--- config.mk ---
export PLATFORM = sky130hd
export DESIGN_NAME = updown_counter_flat
export DESIGN_NICKNAME = d
export VERILOG_FILES = /design/src/rtl/updown_counter_if.sv /design/src/rtl/updown_counter.sv /design/src/flat_wrapper.sv
export SDC_FILE = /design/constraint.sdc
export NUM_CORES = 1
export LEC_CHECK = 0
export ABC_AREA = 1
export BUFFER_PORTS_ARGS = -buffer_cell sky130_fd_sc_hd__buf_2
export CORE_AREA = 10 10 47 49
export CTS_CLUSTER_SIZE = 24
export DETAILED_ROUTE_END_ITERATION = 16
export DIE_AREA = 0 0 57 59
export HOLD_SLACK_MARGIN = 0.15
export RECOVER_POWER = 50
export REMOVE_ABC_BUFFERS = 1
export SLEW_MARGIN = 10
export SYNTH_ARGS = -nofsm -noshare
export SYNTH_HDL_FRONTEND = slang
export SYNTH_SLANG_ARGS = --single-unit
--- constraint.sdc ---
create_clock -name clk -period 1.7 [get_ports clk]
set_clock_uncertainty 0.2 [all_clocks]
set_input_delay 0.34 -clock clk [delete_from_list [all_inputs] [get_ports clk]]
set_output_delay 0.34 -clock clk [all_outputs]
set_load 0.01 [all_outputs]
--- src/rtl/updown_counter_if.sv ---
// Control/status bundle for updown_counter: enable, direction, parallel load
// and the count/terminal-count/wrap results.
interface updown_counter_if #(
    parameter int WIDTH = 4
);
    logic             en;
    logic             up_dn;
    logic             load;
    logic [WIDTH-1:0] din;
    logic [WIDTH-1:0] count;
    logic             tc;
    logic             wrap;

    // Controller side: drives enable, direction and load, observes the count.
    modport master (
        output en, up_dn, load, din,
        input  count, tc, wrap
    );

    // Counter side: consumes the controls, produces the count and flags.
    modport slave (
        input  en, up_dn, load, din,
        output count, tc, wrap
    );
endinterface

--- src/rtl/updown_counter.sv ---
// Modulo-MODULUS up/down counter with synchronous parallel load.
// Priority on each edge: reset, then load, then count enable, then hold.
// tc is combinational so stages can be cascaded as tc -> next stage en.
// wrap is a registered one-cycle pulse following a wrap-around.
module updown_counter #(
    parameter int WIDTH   = 4,
    parameter int MODULUS = 10
) (
    input  logic              clk,
    input  logic              reset,
    updown_counter_if.slave   bus
);

    // Highest legal count value, and the modulus widened by one bit so that
    // MODULUS = 2^WIDTH is still representable for the load range check.
    localparam logic [WIDTH-1:0] MAX_COUNT = WIDTH'(MODULUS - 1);
    localparam logic [WIDTH:0]   MOD_WIDE  = (WIDTH + 1)'(MODULUS);
    localparam logic [WIDTH-1:0] ZERO      = {WIDTH{1'b0}};
    localparam logic [WIDTH-1:0] ONE       = WIDTH'(1);

    logic [WIDTH-1:0] count_q;
    logic [WIDTH-1:0] count_d;
    logic             wrap_q;
    logic             wrap_d;
    logic             din_in_range_s;

    assign din_in_range_s = ({1'b0, bus.din} < MOD_WIDE);

    // Next-state: load (clamped to range) wins over counting; counting wraps
    // modulo MODULUS and flags the wrap for one cycle.
    always_comb begin
        count_d = count_q;
        wrap_d  = 1'b0;
        if (bus.load) begin
            if (din_in_range_s) begin
                count_d = bus.din;
            end else begin
                count_d = ZERO;
            end
        end else if (bus.en) begin
            if (bus.up_dn) begin
                if (count_q == MAX_COUNT) begin
                    count_d = ZERO;
                    wrap_d  = 1'b1;
                end else begin
                    count_d = count_q + ONE;
                end
            end else begin
                if (count_q == ZERO) begin
                    count_d = MAX_COUNT;
                    wrap_d  = 1'b1;
                end else begin
                    count_d = count_q - ONE;
                end
            end
        end else begin
            count_d = count_q;
            wrap_d  = 1'b0;
        end
    end

    // State register with synchronous active-low reset.
    always_ff @(posedge clk) begin
        if (!reset) begin
            count_q <= ZERO;
            wrap_q  <= 1'b0;
        end else begin
            count_q <= count_d;
            wrap_q  <= wrap_d;
        end
    end

    assign bus.count = count_q;
    assign bus.wrap  = wrap_q;
    assign bus.tc    = bus.en & (bus.up_dn ? (count_q == MAX_COUNT) : (count_q == ZERO));

endmodule

--- src/flat_wrapper.sv ---
// flat-port wrapper written by rule: the top's interface ports become plain ports
module updown_counter_flat 
#(
    parameter int WIDTH   = 4,
    parameter int MODULUS = 10
)
  (clk, reset, bus_en, bus_up_dn, bus_load, bus_din, bus_count, bus_tc, bus_wrap);
  updown_counter_if #(.WIDTH(WIDTH)) bus_i ();
  input  logic clk;
  input  logic reset;
  input wire logic [$bits(bus_i.en)-1:0] bus_en;
  input wire logic [$bits(bus_i.up_dn)-1:0] bus_up_dn;
  input wire logic [$bits(bus_i.load)-1:0] bus_load;
  input wire logic [$bits(bus_i.din)-1:0] bus_din;
  output wire logic [$bits(bus_i.count)-1:0] bus_count;
  output wire logic [$bits(bus_i.tc)-1:0] bus_tc;
  output wire logic [$bits(bus_i.wrap)-1:0] bus_wrap;
  assign bus_i.en = bus_en;
  assign bus_i.up_dn = bus_up_dn;
  assign bus_i.load = bus_load;
  assign bus_i.din = bus_din;
  assign bus_count = bus_i.count;
  assign bus_tc = bus_i.tc;
  assign bus_wrap = bus_i.wrap;
  updown_counter #(.WIDTH(WIDTH), .MODULUS(MODULUS)) u_core (.clk(clk), .reset(reset), .bus(bus_i));
endmodule
==> flow_metrics.py <==
metrics = {
    "run_status": {
        "outcome": "finished, violations left",
        "violations": "negative setup slack",
    },
    "global_routing": {
        "grt_max_degree": 9,
        "grt_pass1_vias": 529,
        "gr-total-overflow": 0,
        "grt_pass1_wl_mm": 2.06,
        "antenna_found_initial": 0,
        "grt_usage_pct": 7.37,
    },
    "clocking": {
        "cts.sinks": 5,
        "insertion_delay_ns": 0.23,
        "cts_htree_levels": 1,
        "clk_pin_slew_ns": 0.04,
        "cts_tree": "built",
        "clock_path_buffers": 2,
        "cts_buffers": 3,
        "clock_tree.root_cell": "clkbuf_4",
        "ctsHoldBuffers": 0,
    },
    "min_path": {
        "hold_path.class": "input port to flop",
        "hold_start": "reset",
        "min_path_cells": 3,
        "min_to": "u_core.bus.count[0]",
    },
    "die": {
        "dieArea_um2": 3360,
        "initial_core_util_pct": 28.5,
        "fp.dieW_um": 57,
        "row_count": 14,
        "num_io_pins": 15,
        "core_um2": 1400,
        "die_h_um": 59,
    },
    "power": {
        "power_frac_seq_pct": 32.9,
        "swShare_pct": 32.3,
        "peakVddDrop_mv": 0.463,
        "cellLeakagePower_nw": 0.358,
        "p_comb_share_pct": 36.2,
        "power.density_nw_per_um2": 635,
        "power.share.clock_pct": 30.9,
        "p_int_w": 0.000284,
        "p_sw_w": 0.000136,
    },
    "finish": {
        "mostFrequentLayoutCell": "nand2_1",
        "drive_above_1_share_pct": 42.7,
        "num-fill-cells": 147,
        "fin_nets": 113,
        "final_cell_mix": "nand2_1 (24), buf_4 (13), buf_2 (12)",
        "areaGrowthSynthToFinish_pct": 65.5,
        "diodes": 0,
        "finalInstanceArea_um2": 661,
    },
    "route": {
        "vias": 547,
        "drc": 0,
        "antenna_left": 0,
        "wl_mm": 1.31,
        "wire_per_inst_um": 11.0,
        "viasPerCell": 4.60,
        "first_pass_iters": 4,
        "drt_iter0_drc": 9,
    },
    "critical_path": {
        "r2r_end": "u_core.bus.wrap",
        "endpoint_kind": "output port",
        "reg2reg_depth": 11,
        "worstPathRequired_ns": 1.16,
        "reg2reg_slack_ns": 0.04,
        "worst-path-max-fanout": 4,
        "start_kind": "flop",
        "arrival_ns": 1.19,
        "worstSetupPathType": "flop to output port",
        "r2r-start": "u_core.bus.count[2]",
    },
    "placed_design": {
        "port-buffer-count": 14,
        "place_ws_ns": 0.0936,
        "placed_cell_area_um2": 512,
        "place.detailed.hpwl_um": 950,
        "gp_congestion": 0.873,
    },
    "timing": {
        "maxSlewViolCount": 0,
        "setup_viol": 1,
        "worst_slack_ns": -0.0282,
        "hold_viol_final": 0,
        "tightest_slew_ns": 0.347,
        "layout_min_cycle_time_ns": 1.73,
        "slew-limit-headroom_pct": 76.9,
        "fmax_mhz": 579,
        "rsz0062_at_grt": "true",
        "fin_crit_sh_pct": 102,
    },
    "logic_synthesis": {
        "ys_types": 14,
        "synth_area_um2": 399,
        "ys_warn_count": 0,
        "syn_inst": 72,
        "seq_area_frac_synth_pct": 25.1,
        "ys_ff_latch": 5,
        "avgSynthCellArea_um2": 5.54,
    },
    "job": {
        "cap_violations": 0,
    },
}
-- synthesized netlist by cell type --
cell     count  area share, %
nand2_1     27             25
inv_1       10            9.4
nand3_1      8             10
dfxtp_1      5             25
o21ai_0      5            6.3
nor2_1       4            3.8
a21oi_1      3            3.8
a21oi_2      2            4.4
inv_2        2            1.9
nand4_1      2            3.1
a31oi_1      1            1.6
nor2_2       1            1.6
nor3_2       1            2.5
o21ai_1      1            1.3
-- power by group through the flow --
| stage | sequential (W) | clock, W | combinational (W) |
|---|---|---|---|
| 6_report | 0.000138 | 0.000130 | 0.000152 |
| 5_1_grt | 0.000139 | 0.000153 | 0.000168 |
| 4_1_cts | 0.000137 | 0.000137 | 0.000132 |
| 3_5_place_dp | 0.000138 | 0 | 0.000113 |
| 3_3_place_gp | 0.000138 | 0 | 0.000114 |
| 2_1_floorplan | 0.000142 | 0 | 0.0000639 |
-- metal layers --
layer | up-vias | part of all wire [%] | GRT usage [%]
met2 | 11 | 55 | 13.6
met3 | 0 | 3.7 | 3.22
met4 | 0 | 0 | 2.01
li1 | 294 | - | -
met5 | - | 0 | 0
met1 | 242 | 41 | 7.31
-- stage by stage --
step                      hold slack, ns  util [%]  TNS (ns)  total power [W]  cells
after floorplan                    0.210         -         0         0.000206     72
after global placement             0.414      36.5         0         0.000252    105
after detailed placement           0.407      36.5         0         0.000251    105
after CTS                          0.156      43.5   -0.0348         0.000407    115
after global routing               0.194      47.1    -0.105         0.000460    119
final                              0.168      47.1   -0.0282         0.000420    119
-- what timing repair did --
item,CTS,global route
pin swaps,2,3
resized for setup,10,7
gates cloned,0,0
endpoints found under the hold margin,0,0
endpoints found under the setup margin,1,2
setup buffers,6,4
-- sequential cells by signal, indices dropped and copies added, names as in the netlist --
register,count
u_core.bus.wrap,1
u_core.bus.count,4
-- cell families (layout without fill, tap and decap cells) --
group                  Yosys count  count (layout)  synth area share, %
buffers and inverters           12              43                 11.3
DFF                              5               5                 25.1
and+or+nand+nor                 43              43                 46.4
AOI/OAI and AO/OA               12              12                 17.2
-- area by class of cell --
class	instances	area (um2)	area share [%]
multi-input combinational	55	289	43.7
timing repair buffer	27	165	25.0
sequential	5	113	17.0
inverter	12	47.5	7.20
clock buffer	4	26.3	3.98
tap	16	20.0	3.03
-- worst max-delay path by stage --
stage | startpoint | to | depth (start not counted)
floorplan | u_core.bus.count[0] | bus_tc | 6
global placement | u_core.bus.count[1] | bus_tc | 8
detailed placement | u_core.bus.count[0] | bus_tc | 7
CTS | u_core.bus.count[1] | bus_tc | 8
global route | u_core.bus.count[2] | bus_tc | 8
finish | u_core.bus.count[2] | bus_tc | 8
-- worst max-delay path, stage by stage (launching register included) --
cell and delay [ns]:
dfxtp_2 0.31, inv_2 0.09, nand2_2 0.07, nor2_4 0.13, nand2_2 0.06, o21ai_2 0.05, nand2_1 0.07, inv_1 0.05
buf_2 0.12
Note: power is estimated with default switching activity, not from simulation.
